--- config.mk ---
export PLATFORM = sky130hd
export DESIGN_NAME = wta_first_spike_flat
export DESIGN_NICKNAME = d
export VERILOG_FILES = /design/src/rtl/wta_first_spike_pkg.sv /design/src/rtl/wta_first_spike_if.sv /design/src/rtl/wta_first_spike_encoder.sv /design/src/rtl/wta_first_spike.sv /design/src/flat_wrapper.sv
export SDC_FILE = /design/constraint.sdc
export NUM_CORES = 1
export LEC_CHECK = 0
export ABC_AREA = 0
export BUFFER_PORTS_ARGS = -buffer_cell sky130_fd_sc_hd__clkbuf_2
export CORE_AREA = 8 8 169 171
export DETAILED_ROUTE_END_ITERATION = 7
export DIE_AREA = 0 0 177 179
export HOLD_SLACK_MARGIN = 0.06
export PLACE_DENSITY_LB_ADDON = 0.05
export REMOVE_ABC_BUFFERS = 1
export SETUP_SLACK_MARGIN = 0.5
export SYNTH_ARGS = -nofsm -noshare
export SYNTH_HDL_FRONTEND = slang
export SYNTH_HIERARCHICAL = 1
export SYNTH_SLANG_ARGS = --single-unit
--- constraint.sdc ---
create_clock -name aclk -period 9.2 [get_ports aclk]
set_input_delay 1.84 -clock aclk [delete_from_list [all_inputs] [get_ports aclk]]
set_output_delay 1.84 -clock aclk [all_outputs]
set_load 0.05 [all_outputs]
--- src/rtl/wta_first_spike_pkg.sv ---
// Shared types and width helpers for the first-spike winner-take-all block.
package temporal_pkg;

    typedef enum logic [1:0] {
        IDLE    = 2'd0,
        ARMED   = 2'd1,
        FIRE    = 2'd2,
        INHIBIT = 2'd3
    } wta_state_t;

    // Widest index needed for n distinct values, never below one bit.
    function automatic int width_of(input int n);
        return (n > 1) ? $clog2(n) : 1;
    endfunction

    localparam int GAMMA_CYCLE_WIDTH_DEF = 16;
    localparam int PULSE_WIDTH_DEF       = 8;
    localparam int WIDTH_DEF             = 128;

    localparam int IDX_W = width_of(WIDTH_DEF);
    localparam int T_W   = width_of(GAMMA_CYCLE_WIDTH_DEF);
    localparam int P_W   = width_of(PULSE_WIDTH_DEF + 1);

endpackage

--- src/rtl/wta_first_spike_if.sv ---
// Pulse-line bundle between the delay group side and the winner-take-all stage.
interface wta_first_spike_if
    import temporal_pkg::*;
#(
    parameter int GAMMA_CYCLE_WIDTH = GAMMA_CYCLE_WIDTH_DEF,
    parameter int WIDTH             = WIDTH_DEF
) ();

    localparam int IDX_BITS = width_of(WIDTH);
    localparam int T_BITS   = width_of(GAMMA_CYCLE_WIDTH);

    logic                grst;
    logic [WIDTH-1:0]    in;
    logic [WIDTH-1:0]    out;
    logic                winner_valid;
    logic [IDX_BITS-1:0] winner_idx;
    logic [T_BITS-1:0]   winner_time;
    logic                gamma_done;

    modport master (
        output grst, in,
        input  out, winner_valid, winner_idx, winner_time, gamma_done
    );

    modport slave (
        input  grst, in,
        output out, winner_valid, winner_idx, winner_time, gamma_done
    );

endinterface

--- src/rtl/wta_first_spike_encoder.sv ---
// Combinational priority encoder: reports whether any bit is set and the lowest set index.
module first_one_encoder #(
    parameter int WIDTH = 128,
    parameter int IDX_W = 7
) (
    input  logic [WIDTH-1:0] vec_i,
    output logic             any_o,
    output logic [IDX_W-1:0] idx_o
);

    always_comb begin
        any_o = |vec_i;
        idx_o = '0;
        // Scan downwards so the lowest set bit is the last one written.
        for (int i = WIDTH - 1; i >= 0; i--) begin
            if (vec_i[i]) begin
                idx_o = IDX_W'(i);
            end
        end
    end

endmodule

--- src/rtl/wta_first_spike.sv ---
// First-spike winner-take-all: per gamma cycle, re-emits a fixed-length pulse on the earliest rising line.
module wta_first_spike
    import temporal_pkg::*;
#(
    parameter int GAMMA_CYCLE_WIDTH = 16,
    parameter int PULSE_WIDTH       = 8,
    parameter int WIDTH             = 128
) (
    input  logic             aclk,
    input  logic             rst_n,
    wta_first_spike_if.slave bus
);

    localparam int IDX_BITS = width_of(WIDTH);
    localparam int T_BITS   = width_of(GAMMA_CYCLE_WIDTH);
    localparam int P_BITS   = width_of(PULSE_WIDTH + 1);

    localparam logic [T_BITS-1:0] T_LAST     = T_BITS'(GAMMA_CYCLE_WIDTH - 1);
    localparam logic [P_BITS-1:0] PULSE_LOAD = P_BITS'(PULSE_WIDTH - 1);

    localparam logic [1:0] ST_IDLE    = IDLE;
    localparam logic [1:0] ST_ARMED   = ARMED;
    localparam logic [1:0] ST_FIRE    = FIRE;
    localparam logic [1:0] ST_INHIBIT = INHIBIT;

    logic [1:0]          state_q, state_d;
    logic [T_BITS-1:0]   t_q, t_d;
    logic [P_BITS-1:0]   pcnt_q, pcnt_d;
    logic [WIDTH-1:0]    prev_q;
    logic [WIDTH-1:0]    out_q, out_d;
    logic                valid_q, valid_d;
    logic [IDX_BITS-1:0] idx_q, idx_d;
    logic [T_BITS-1:0]   time_q, time_d;
    logic                done_q, done_d;

    logic [WIDTH-1:0]    rise;
    logic                rise_any;
    logic [IDX_BITS-1:0] rise_idx;

    // A level already high in the previous cycle is never treated as a spike.
    assign rise = bus.in & ~prev_q;

    first_one_encoder #(
        .WIDTH (WIDTH),
        .IDX_W (IDX_BITS)
    ) u_encoder (
        .vec_i (rise),
        .any_o (rise_any),
        .idx_o (rise_idx)
    );

    always_comb begin
        state_d = state_q;
        t_d     = t_q;
        pcnt_d  = pcnt_q;
        out_d   = out_q;
        valid_d = valid_q;
        idx_d   = idx_q;
        time_d  = time_q;

        if (bus.grst) begin
            t_d     = '0;
            state_d = ST_ARMED;
            out_d   = '0;
            valid_d = 1'b0;
        end else if (state_q == ST_IDLE) begin
            t_d = '0;
        end else if (t_q == T_LAST) begin
            // End of gamma: truncate any pulse and re-arm for the next cycle.
            t_d     = '0;
            state_d = ST_ARMED;
            out_d   = '0;
            valid_d = 1'b0;
        end else begin
            t_d = t_q + T_BITS'(1);
            case (state_q)
                ST_ARMED: begin
                    if (rise_any) begin
                        idx_d   = rise_idx;
                        time_d  = t_q;
                        valid_d = 1'b1;
                        out_d   = {{(WIDTH-1){1'b0}}, 1'b1} << rise_idx;
                        pcnt_d  = PULSE_LOAD;
                        state_d = ST_FIRE;
                    end
                end
                ST_FIRE: begin
                    if (pcnt_q == '0) begin
                        out_d   = '0;
                        state_d = ST_INHIBIT;
                    end else begin
                        pcnt_d = pcnt_q - P_BITS'(1);
                    end
                end
                default: begin
                    out_d = '0;
                end
            endcase
        end

        done_d = (t_d == T_LAST);
    end

    always_ff @(posedge aclk or negedge rst_n) begin
        if (!rst_n) begin
            state_q <= ST_IDLE;
            t_q     <= '0;
            pcnt_q  <= '0;
            prev_q  <= '0;
            out_q   <= '0;
            valid_q <= 1'b0;
            idx_q   <= '0;
            time_q  <= '0;
            done_q  <= 1'b0;
        end else begin
            state_q <= state_d;
            t_q     <= t_d;
            pcnt_q  <= pcnt_d;
            prev_q  <= bus.in;
            out_q   <= out_d;
            valid_q <= valid_d;
            idx_q   <= idx_d;
            time_q  <= time_d;
            done_q  <= done_d;
        end
    end

    assign bus.out          = out_q;
    assign bus.winner_valid = valid_q;
    assign bus.winner_idx   = idx_q;
    assign bus.winner_time  = time_q;
    assign bus.gamma_done   = done_q;

endmodule

--- src/flat_wrapper.sv ---
// flat-port wrapper written by rule: the top's interface ports become plain ports
module wta_first_spike_flat import temporal_pkg::*;
#(
    parameter int GAMMA_CYCLE_WIDTH = 16,
    parameter int PULSE_WIDTH       = 8,
    parameter int WIDTH             = 128
)
  (aclk, rst_n, bus_grst, bus_in, bus_out, bus_winner_valid, bus_winner_idx, bus_winner_time, bus_gamma_done);
  wta_first_spike_if #(.GAMMA_CYCLE_WIDTH(GAMMA_CYCLE_WIDTH), .WIDTH(WIDTH)) bus_i ();
  input  logic aclk;
  input  logic rst_n;
  input wire logic [$bits(bus_i.grst)-1:0] bus_grst;
  input wire logic [$bits(bus_i.in)-1:0] bus_in;
  output wire logic [$bits(bus_i.out)-1:0] bus_out;
  output wire logic [$bits(bus_i.winner_valid)-1:0] bus_winner_valid;
  output wire logic [$bits(bus_i.winner_idx)-1:0] bus_winner_idx;
  output wire logic [$bits(bus_i.winner_time)-1:0] bus_winner_time;
  output wire logic [$bits(bus_i.gamma_done)-1:0] bus_gamma_done;
  assign bus_i.grst = bus_grst;
  assign bus_i.in = bus_in;
  assign bus_out = bus_i.out;
  assign bus_winner_valid = bus_i.winner_valid;
  assign bus_winner_idx = bus_i.winner_idx;
  assign bus_winner_time = bus_i.winner_time;
  assign bus_gamma_done = bus_i.gamma_done;
  wta_first_spike #(.GAMMA_CYCLE_WIDTH(GAMMA_CYCLE_WIDTH), .PULSE_WIDTH(PULSE_WIDTH), .WIDTH(WIDTH)) u_core (.aclk(aclk), .rst_n(rst_n), .bus(bus_i));
endmodule
==> results of run 1 <==
-- metrics by stage --
stage / hold WS, ns / setup WS (ns)
floorplan: 0.4553 / -1.860
global placement: 0.4893 / 3.312
detailed placement: 0.4906 / 3.164
CTS: 0.5078 / 3.741
global route: 0.5191 / 3.324
finish: 0.5024 / 3.691
-- critical path, delay by kind of cell --
kind / cells / cell delay, ns
AO/OA/AOI/OAI: 3 / 0.90
buffers and inverters: 2 / 1.02
AND/OR/NAND/NOR: 7 / 2.13
-- where the power goes --
part	leakage (nW)	total, mW	switching [mW]	internal [mW]
sequential	3.57	1.31	0.0294	1.28
combinational	2.65	0.465	0.329	0.137
clock	0.492	1.21	0.477	0.731
total	6.72	2.99	0.835	2.15
-- cells by family (layout without fill, tap and decap cells) --
group	after synthesis	after routing	synth area share, %
and+or+nand+nor	362	362	18.29
DFF	279	279	60.69
AOI/OAI and AO/OA	247	247	16.98
buffers and inverters	54	355	2.175
muxes	12	12	1.164
adders and majority gates	5	5	0.5438
xor gates and xnor gates	2	2	0.1523
other	0	1	0
-- cells in the final DEF, fill, tap and decap left out, drive strengths merged, types with 3 or more instances in the layout --
cell	synthesis	layout
a211oi	10	10
a21oi	32	32
a22o	128	128
a31oi	5	5
buf	17	5
bufinv	0	3
clkbuf	8	310
clkinv	0	4
dfrtp	279	279
ha	5	5
inv	29	31
mux2	11	11
nand2	23	23
nand2b	14	14
nand3	9	9
nand4	9	9
nand4b	4	4
nor2	70	70
nor2b	140	140
nor3	32	32
nor3b	3	3
nor4	38	38
o211ai	3	3
o21ai	19	19
o21bai	7	7
o311ai	5	5
o31a	3	3
o31ai	8	8
or3	5	5
or4	7	7
-- worst paths after layout --
path	slack [ns]	end	cells after the start
setup / recovery	3.69	u_core/bus.out[98]$_DFFE_PN0P_	12
hold / removal	0.50	u_core/bus.out[10]$_DFFE_PN0P_	1
setup reg to reg	4.83	u_core/bus.out[98]$_DFFE_PN0P_	11
hold reg to reg	0.50	u_core/bus.out[10]$_DFFE_PN0P_	1
max in group asynchronous	6.49	u_core/prev_q[0]$_DFF_PN0_	2
min in group asynchronous	1.36	u_core/bus.out[63]$_DFFE_PN0P_	1
-- registers in the layout, summed over array words and instances (netlist names) --
name / cells
u_core/pcnt_q: 4
u_core/prev_q: 128
u_core/t_q: 4
u_core/state_q: 2
u_core/bus.gamma_done: 1
u_core/bus.winner_idx: 7
u_core/bus.winner_valid: 1
u_core/bus.out: 128
u_core/bus.winner_time: 4
-- metal layers --
| metal | share of wire [%] | track usage [%] | vias to the layer above | wire length (um) |
|---|---|---|---|---|
| met2 | 46 | 30.79 | 286 | 14430 |
| met3 | 7.1 | 4.254 | 41 | 2242 |
| met4 | 2.0 | 4.308 | 0 | 631 |
| met1 | 45 | 27.25 | 4183 | 14340 |
| met5 | 0 | 0 | - | 0 |
| li1 | - | - | 4126 | - |
-- layout make-up --
cell class / count / area (um^2)
Fill cell: 2321 / 11560
Sequential cell: 279 / 6982
Multi-Input combinational cell: 628 / 4283
Timing Repair Buffer: 275 / 1409
Clock buffer: 40 / 857.1
Tap cell: 335 / 419.2
Clock inverter: 11 / 142.6
Inverter: 29 / 108.9
Antenna cell: 1 / 2.502
==> impl_metrics.json, run 1 <==
{
  "stdcell_count": 1598,
  "port_buffers": 271,
  "grt_pass1_wl_mm": 49.67,
  "min_from": "u_core/bus.out[10]$_DFFE_PN0P_",
  "crit_type": "in -> reg",
  "dp_hpwl_mm": 23.41,
  "slew_headroom_pct": 21.82,
  "place.gp.congestion": 0.8198,
  "maxSlewViolCount": 0,
  "irDropWorstVdd_mv": 0.1654,
  "fin_crit_ns": 5.509,
  "routedWlPerCell_um": 19.80,
  "drcViolationCount": 0,
  "synthDistinctLibCells": 66,
  "cap_violations": 0,
  "r2r_start": "u_core/prev_q[95]$_DFF_PN0_",
  "cts.sinks": 279,
  "ys_ff_latch": 279,
  "p_leak_nw": 6.718,
  "cp.required_ns": 9.68,
  "fin_tns_setup_ns": 0,
  "fp.dieH_um": 179,
  "cts_tree": "yes",
  "overflow": 0,
  "worstPathMaxFanout": 111,
  "drt_iter0_drc": 601,
  "cpMostUsedCell": "nor2b_1",
  "die_area_mm2": 0.03168,
  "period_share_pct": 59.88,
  "crit_arrival_ns": 5.99,
  "ys_warn_count": 6,
  "start_kind": "primary input",
  "final_area_mm2": 0.01420,
  "finalSetupViolCount": 0,
  "synth_top_area_cell": "dfrtp_1",
  "fin_util_pct": 55.13,
  "cts_hold_buf": 0,
  "routed_wl_mm": 31.64,
  "skew_ns": 0.01272,
  "status": "completed",
  "ys_seq_area_share_pct": 60.69,
  "htreeDepth": 1,
  "fmax_ghz": 0.1815,
  "antenna_found_initial": 1,
  "ys_top_cells_by_area": "dfrtp_1 61%, a22o_1 9.7%, nor2b_1 7.6%",
  "crit_chain": "clkbuf_2 -> nor2b_1 -> nor4_1 -> nand4_1 -> nor3_1 -> nor2b_1 -> nand4_1 -> nor2b_1 -> a21oi_1 -> o21ai_4 -> buf_4 -> a22o_1",
  "grt_pass1_vias": 8854,
  "firstDrtPassIters": 4,
  "dpl-instance-area_mm2": 0.01320,
  "rsz0062_at_grt": "false",
  "tightest_slew_ns": 1.173,
  "ant_nets": 0,
  "drive_gt1_share_pct": 28.05,
  "synth_most_common_cell": "dfrtp_1",
  "startpoint": "bus_in[95]",
  "avgSynthCellArea_um2": 11.97,
  "cts-buffers-inserted": 29,
  "synth_edf_count": 0,
  "vias": 8636,
  "synth.top_cell.area_share_pct": 60.69,
  "synth_cells": 961,
  "synth_area_mm2": 0.01150,
  "cp_slowest_cell": "buf_4",
  "synth_ff_type": "dfrtp_1",
  "rows": 59,
  "insertion_delay_ns": 0.54,
  "ctsResizeCount": 0,
  "start_util_pct": 44.65,
  "cts_buffer_depth": 3,
  "power.total_mw": 2.987,
  "synthArstFlopShare_pct": 100.0,
  "cts.clk_slew.worst_paths_ns": 0.06,
  "power_density_mw_per_mm2": 210.3,
  "dp_cells": 1546,
  "end_kind": "flip-flop",
  "synth.top_cells.by_count": "279 x dfrtp_1, 140 x nor2b_1, 128 x a22o_1",
  "final_nets": 1378,
  "hp-class": "reg -> reg",
  "finalHoldViolations": 0,
  "coreArea_mm2": 0.02576,
  "area_growth_syn_to_layout_pct": 23.47,
  "die_x_um": 177,
  "cts_root_buf": "clkbuf_16",
  "cpPeakStageDelay_ns": 0.93,
  "grt_start_max_net_pins": 152,
  "grt_usage_pct": 19.52,
  "via_per_inst": 5.404,
  "io_pins": 272,
  "post_cts_buffers": 0
}
(Power assumes the default switching activity.)
==> run 2, diff against run 1 <==
ABC_AREA = 1   (was 0)
CORE_AREA = 8 8 185 187   (was 8 8 169 171)
DIE_AREA = 0 0 193 195   (was 0 0 177 179)
clock period = 4.8 ns   (was 9.2 ns; I/O delays follow)
==> run 2 against run 1 <==
Effect of this change:
- the flow now finishes with violations (negative setup slack)
- critical path depth increased by 126
- largest power group is now the clock network
- sequential share of layout area down 10 points
- final area increased by 27%
- combinational power rose to 3.3 times the previous value
- critical path type unchanged
- worst hold slack lost 0.032 ns
- core utilization grew 2.5 points
- largest cell class unchanged
- first-iteration DRC count is 8.8% lower
- register-to-register slack got worse by 7.6 ns
- final cell count increased by 61%
- clock skew down 0.0029 ns
- total power increased by 130%
==> impl_metrics.json, run 2 <==
{
  "min_from": "u_core/bus.out[109]$_DFFE_PN0P_",
  "synth_most_common_cell": "nand2_1",
  "synth_xor_area_share_pct": 0.1267,
  "via_per_inst": 4.576,
  "synth_mux_area_share_pct": 0,
  "synth.top_cells.by_count": "458 x nand2_1, 376 x nor2_1, 279 x dfrtp_1",
  "synth-simple-area-share_pct": 35.60,
  "area_growth_syn_to_layout_pct": 30.04,
  "insertion_delay_ns": 0.51,
  "crit_type": "in -> reg",
  "start_util_pct": 44.29,
  "diodes": 0,
  "vias": 11800,
  "grt_start_max_net_pins": 129,
  "finalSetupViolCount": 131,
  "cpMostUsedCell": "nand2_1",
  "ys_ff_latch": 279,
  "fin_util_pct": 57.59,
  "place.gp.congestion": 0.7965,
  "avgSynthCellArea_um2": 7.714,
  "irDropWorstVdd_mv": 0.4238,
  "crit_cells": 138,
  "start_kind": "primary input",
  "die_x_um": 193,
  "synthDistinctLibCells": 35,
  "port_buffers": 271,
  "worstPathMaxFanout": 5,
  "die_area_mm2": 0.03764,
  "r2r_start": "u_core/prev_q[125]$_DFF_PN0_",
  "synth.top_cell.area_share_pct": 50.48,
  "worst_slack_ns": -2.892,
  "tightest_slew_ns": 1.297,
  "wl_met1_mm": 16.83,
  "dp_hpwl_mm": 25.77,
  "violations": "negative setup slack",
  "end_kind": "flip-flop",
  "hp-class": "reg -> reg",
  "finalHoldViolations": 0,
  "antenna_found_initial": 0,
  "skew_ns": 0.009847,
  "wl_met2_mm": 17.48,
  "final_nets": 2290,
  "fin_crit_ns": 7.692,
  "crit_arrival_ns": 8.13,
  "r2r_cells": 135,
  "r2r-end": "u_core/bus.out[29]$_DFFE_PN0P_",
  "drcViolationCount": 0,
  "routed_wl_mm": 37.34,
  "p_leak_nw": 9.716,
  "dr_wl_met3_mm": 2.280,
  "ys_top_cells_by_area": "dfrtp_1 50%, nand2_1 12%, nor2_1 10%",
  "drive_gt1_share_pct": 36.01,
  "firstDrtPassIters": 4,
  "fmax_ghz": 0.1300,
  "ys_warn_count": 6,
  "grt_pass1_wl_mm": 60.67,
  "layout_commonest_cell": "nand2_1",
  "htreeDepth": 2,
  "overflow": 0,
  "path_buf_inv": 5,
  "ant_nets": 0,
  "rsz0062_at_grt": "true",
  "cts.clk_slew.worst_paths_ns": 0.06,
  "power.total_mw": 6.744,
  "synth_ff_type": "dfrtp_1",
  "maxSlewViolCount": 0,
  "cts_tree": "yes",
  "ys_seq_area_share_pct": 50.48,
  "fp.dieH_um": 195,
  "slew_headroom_pct": 13.34,
  "cap_violations": 0,
  "cp_slowest_cell": "a21oi_4",
  "cts_root_buf": "clkbuf_16",
  "io_pins": 272,
  "period_share_pct": 160.3,
  "cts_hold_buf": 0,
  "routedWlPerCell_um": 14.48,
  "cp_top_family": "simple AND/OR/NAND/NOR gates",
  "synth_cells": 1793,
  "mostFrequentLayoutCells": "450 x nand2_1, 316 x nor2_1, 279 x dfrtp_1",
  "ff2ff_setup_slack_ns": -2.75,
  "cts_buffer_depth": 3,
  "synth_top_family_by_area": "simple AND/OR/NAND/NOR gates",
  "cts-buffers-inserted": 34,
  "rows": 65,
  "grt_pass1_vias": 11870,
  "cpPeakStageDelay_ns": 0.25,
  "cts.sinks": 279,
  "coreArea_mm2": 0.03123,
  "highest_layer": "met4",
  "min_path_cells": 2,
  "synth_top_area_cell": "dfrtp_1",
  "synth_area_mm2": 0.01383,
  "synth-adder-area-share_pct": 0.4523,
  "status": "finished with violations",
  "cp.required_ns": 5.24,
  "fin_tns_setup_ns": -355.52,
  "synth_compound_area_share_pct": 1.610,
  "synthArstFlopShare_pct": 100.0,
  "synth_edf_count": 0,
  "power_density_mw_per_mm2": 375.0,
  "grt_usage_pct": 19.84,
  "drt_iter0_drc": 548,
  "hold_end": "u_core/bus.out[109]$_DFFE_PN0P_"
}
## run 2: layout make-up
class / instances / area [um^2]
fill: 3008 / 13240
sequential: 279 / 6982
multi-input combinational: 1169 / 5732
timing repair buffer: 385 / 2407
inverter: 285 / 1175
clock buffer: 50 / 1065
tap: 402 / 503.0
clock inverter: 9 / 122.6
## run 2: how the worst max path moves through the flow
stage	from	end	slack, ns
final	bus_in[126]	u_core/bus.out[29]$_DFFE_PN0P_	-2.89
after global routing	bus_in[126]	u_core/bus.out[29]$_DFFE_PN0P_	-4.20
after CTS	bus_in[127]	u_core/bus.out[47]$_DFFE_PN0P_	-2.92
after detailed placement	bus_in[127]	u_core/bus.out[57]$_DFFE_PN0P_	-3.51
after global placement	bus_in[125]	u_core/bus.out[57]$_DFFE_PN0P_	-3.51
after floorplan	bus_in[125]	u_core/bus.out[19]$_DFFE_PN0P_	-2.71
## run 2: cells by family (layout without fill, tap and decap cells)
logic type,Yosys count,count (layout)
compound gates,37,37
fa+ha+maj,5,5
xor+xnor,2,2
simple gates,1125,1125
buf+inv,345,729
flops,279,279
## run 2: through the flow
| stage | setup slack (ns) | cells | instance area, um^2 | hold slack [ns] |
|---|---|---|---|---|
| 4_1_cts | -2.921 | 2575 | 17510 | 0.4803 |
| 2_1_floorplan | -2.714 | 1733 | 13380 | 0.4675 |
| 3_3_place_gp | -3.511 | 2502 | 16110 | 0.4615 |
| 5_1_grt | -4.200 | 2579 | 17990 | 0.4946 |
| 3_5_place_dp | -3.509 | 2502 | 16110 | 0.4640 |
| 6_report | -2.892 | 2579 | 17990 | 0.4703 |
## run 2: repair_timing
action / CTS / global route
setup buffers: 14 / 4
pin swaps: 21 / 54
gates resized for setup: 31 / 122
endpoints found under the hold margin: 0 / 0
endpoints found under the setup margin: 130 / 146
## run 2: report_power, final
part	leakage, nW	internal [mW]	switching [mW]
combinational	5.55	0.460	1.07
sequential	3.58	2.47	0.0596
clock	0.587	1.69	0.993
total	9.72	4.62	2.12
## run 2: metal layers
layer	GRT usage, %	vias up
li1	-	6014
met3	3.849	54
met5	0	-
met2	32.95	270
met4	5.130	0
met1	26.17	5464
## run 2: worst reg2reg max path: cells and delay by family (launching register included)
kind / cells / cell delay [ns]
DFF: 1 / 0.39
buffers and inverters: 3 / 0.36
AOI/OAI and AO/OA: 1 / 0.25
and+or+nand+nor: 131 / 6.51
==> run 3, diff against run 2 <==
SKIP_CTS_REPAIR_TIMING = 1   (was default)
==> run 3 against run 2 <==
Effect of this change:
- the flow still finishes with violations (negative setup slack)
- maximum frequency rose by 0.26%
- die area unchanged
- core utilization down 0.99 points
- routed wire length shrank 0.84%
- final area is 1.7% lower
- combinational power decreased by 3%
- clock skew increased by 0.0011 ns
==> impl_metrics.json, run 3 (same netlist as run 2, synthesis figures left out) <==
{
  "status": "finished with violations",
  "violations": "negative setup slack",
  "diodes": 0,
  "grt_pass1_vias": 11770,
  "ant_nets": 0,
  "cts_root_buf": "clkbuf_16",
  "min_from": "u_core/bus.out[122]$_DFFE_PN0P_",
  "crit_arrival_ns": 8.11,
  "cts.sinks": 279,
  "ff2ff_setup_slack_ns": -2.73,
  "coreArea_mm2": 0.03123,
  "htreeDepth": 2,
  "io_pins": 272,
  "port_buffers": 271,
  "insertion_delay_ns": 0.50,
  "period_share_pct": 159.8,
  "fin_crit_ns": 7.672,
  "hp-class": "reg -> reg",
  "drcViolationCount": 0,
  "hold_ws_ns": 0.4654,
  "firstDrtPassIters": 4,
  "mostFrequentLayoutCells": "447 x nand2_1, 321 x nor2_1, 279 x dfrtp_1",
  "power_density_mw_per_mm2": 379.4,
  "routed_wl_mm": 37.03,
  "maxSlewViolCount": 0,
  "dp_hpwl_mm": 25.77,
  "place.gp.congestion": 0.7965,
  "start_util_pct": 44.29,
  "r2r_start": "u_core/prev_q[127]$_DFF_PN0_",
  "cts-buffers-inserted": 34,
  "finalSetupViolCount": 130,
  "via_per_inst": 4.576,
  "drt_iter0_drc": 614,
  "grt_start_max_net_pins": 129,
  "rsz0062_at_grt": "true",
  "routedWlPerCell_um": 14.45,
  "fp.dieH_um": 195,
  "final_nets": 2273,
  "grt_pass1_wl_mm": 60.24,
  "layout_commonest_cell": "nand2_1",
  "die_area_mm2": 0.03764,
  "startpoint": "bus_in[126]",
  "drive_gt1_share_pct": 34.95,
  "end_kind": "flip-flop",
  "finalHoldViolations": 0,
  "fin_util_pct": 56.60,
  "cts_tree": "yes",
  "cp_slowest_cell": "a21oi_4",
  "rows": 65,
  "die_x_um": 193,
  "place_ws_ns": -3.509,
  "cpMostUsedCell": "nand2_1",
  "antenna_found_initial": 0,
  "fmax_ghz": 0.1303,
  "cts.clk_slew.worst_paths_ns": 0.06,
  "skew_ns": 0.01094,
  "cp.required_ns": 5.24,
  "worst_slack_ns": -2.872,
  "irDropWorstVdd_mv": 0.4235,
  "fill_cells": 3045,
  "start_kind": "primary input",
  "tightest_slew_ns": 1.249,
  "crit_type": "in -> reg",
  "power.total_mw": 6.707,
  "grt_usage_pct": 19.68,
  "cap_violations": 0,
  "vias": 11720,
  "p_leak_nw": 9.614,
  "area_growth_syn_to_layout_pct": 27.80,
  "overflow": 0,
  "slew_headroom_pct": 16.53,
  "cts_buffer_depth": 3,
  "worstPathMaxFanout": 8,
  "cpPeakStageDelay_ns": 0.28
}
run 3: final cells by class:
class                      instances  area [um^2]  area share (%)
multi-input combinational       1169         5599           31.68
tap                              402        503.0           2.846
sequential                       279         6982           39.50
inverter                         285         1169           6.611
clock buffer                      50         1065           6.024
timing repair buffer             368         2236           12.65
clock inverter                     9        122.6          0.6937
run 3: through the flow:
stage	TNS (ns)	area [um^2]	std cells
after CTS	-372.58	17300	2561
final	-357.04	17680	2562
after floorplan	-336.70	13380	1733
after global routing	-529.22	17680	2562
after detailed placement	-438.60	16110	2502
after global placement	-444.83	16110	2502
run 3: path summary, 6_finish.rpt:
path | end | cells past startpoint
max | u_core/bus.out[47]$_DFFE_PN0P_ | 137
min | u_core/bus.out[122]$_DFFE_PN0P_ | 2
max reg2reg | u_core/bus.out[47]$_DFFE_PN0P_ | 134
min reg2reg | u_core/bus.out[122]$_DFFE_PN0P_ | 2
max in group asynchronous | u_core/prev_q[24]$_DFF_PN0_ | 2
min in group asynchronous | u_core/prev_q[102]$_DFF_PN0_ | 1
run 3: routing by layer:
metal  wire length (um)  GRT usage (%)  share of wire [%]  up-vias
li1                   -              -                  -     5982
met1              16900          26.11                 46     5423
met2              17210          32.58                 46      270
met3               2250          3.849                6.1       48
met4                670          4.845                1.8        0
met5                  0              0                  0        -
run 3: power breakdown:
group | switching, mW | leakage (nW) | internal, mW
combinational | 1.05 | 5.45 | 0.441
clock | 0.990 | 0.587 | 1.69
sequential | 0.0601 | 3.58 | 2.47
run 3: worst max-delay path: cells and delay by family:
kind,cells,cell delay [ns]
AND/OR/NAND/NOR,132,6.52
buffers and inverters,4,0.33
AO/OA/AOI/OAI,1,0.28
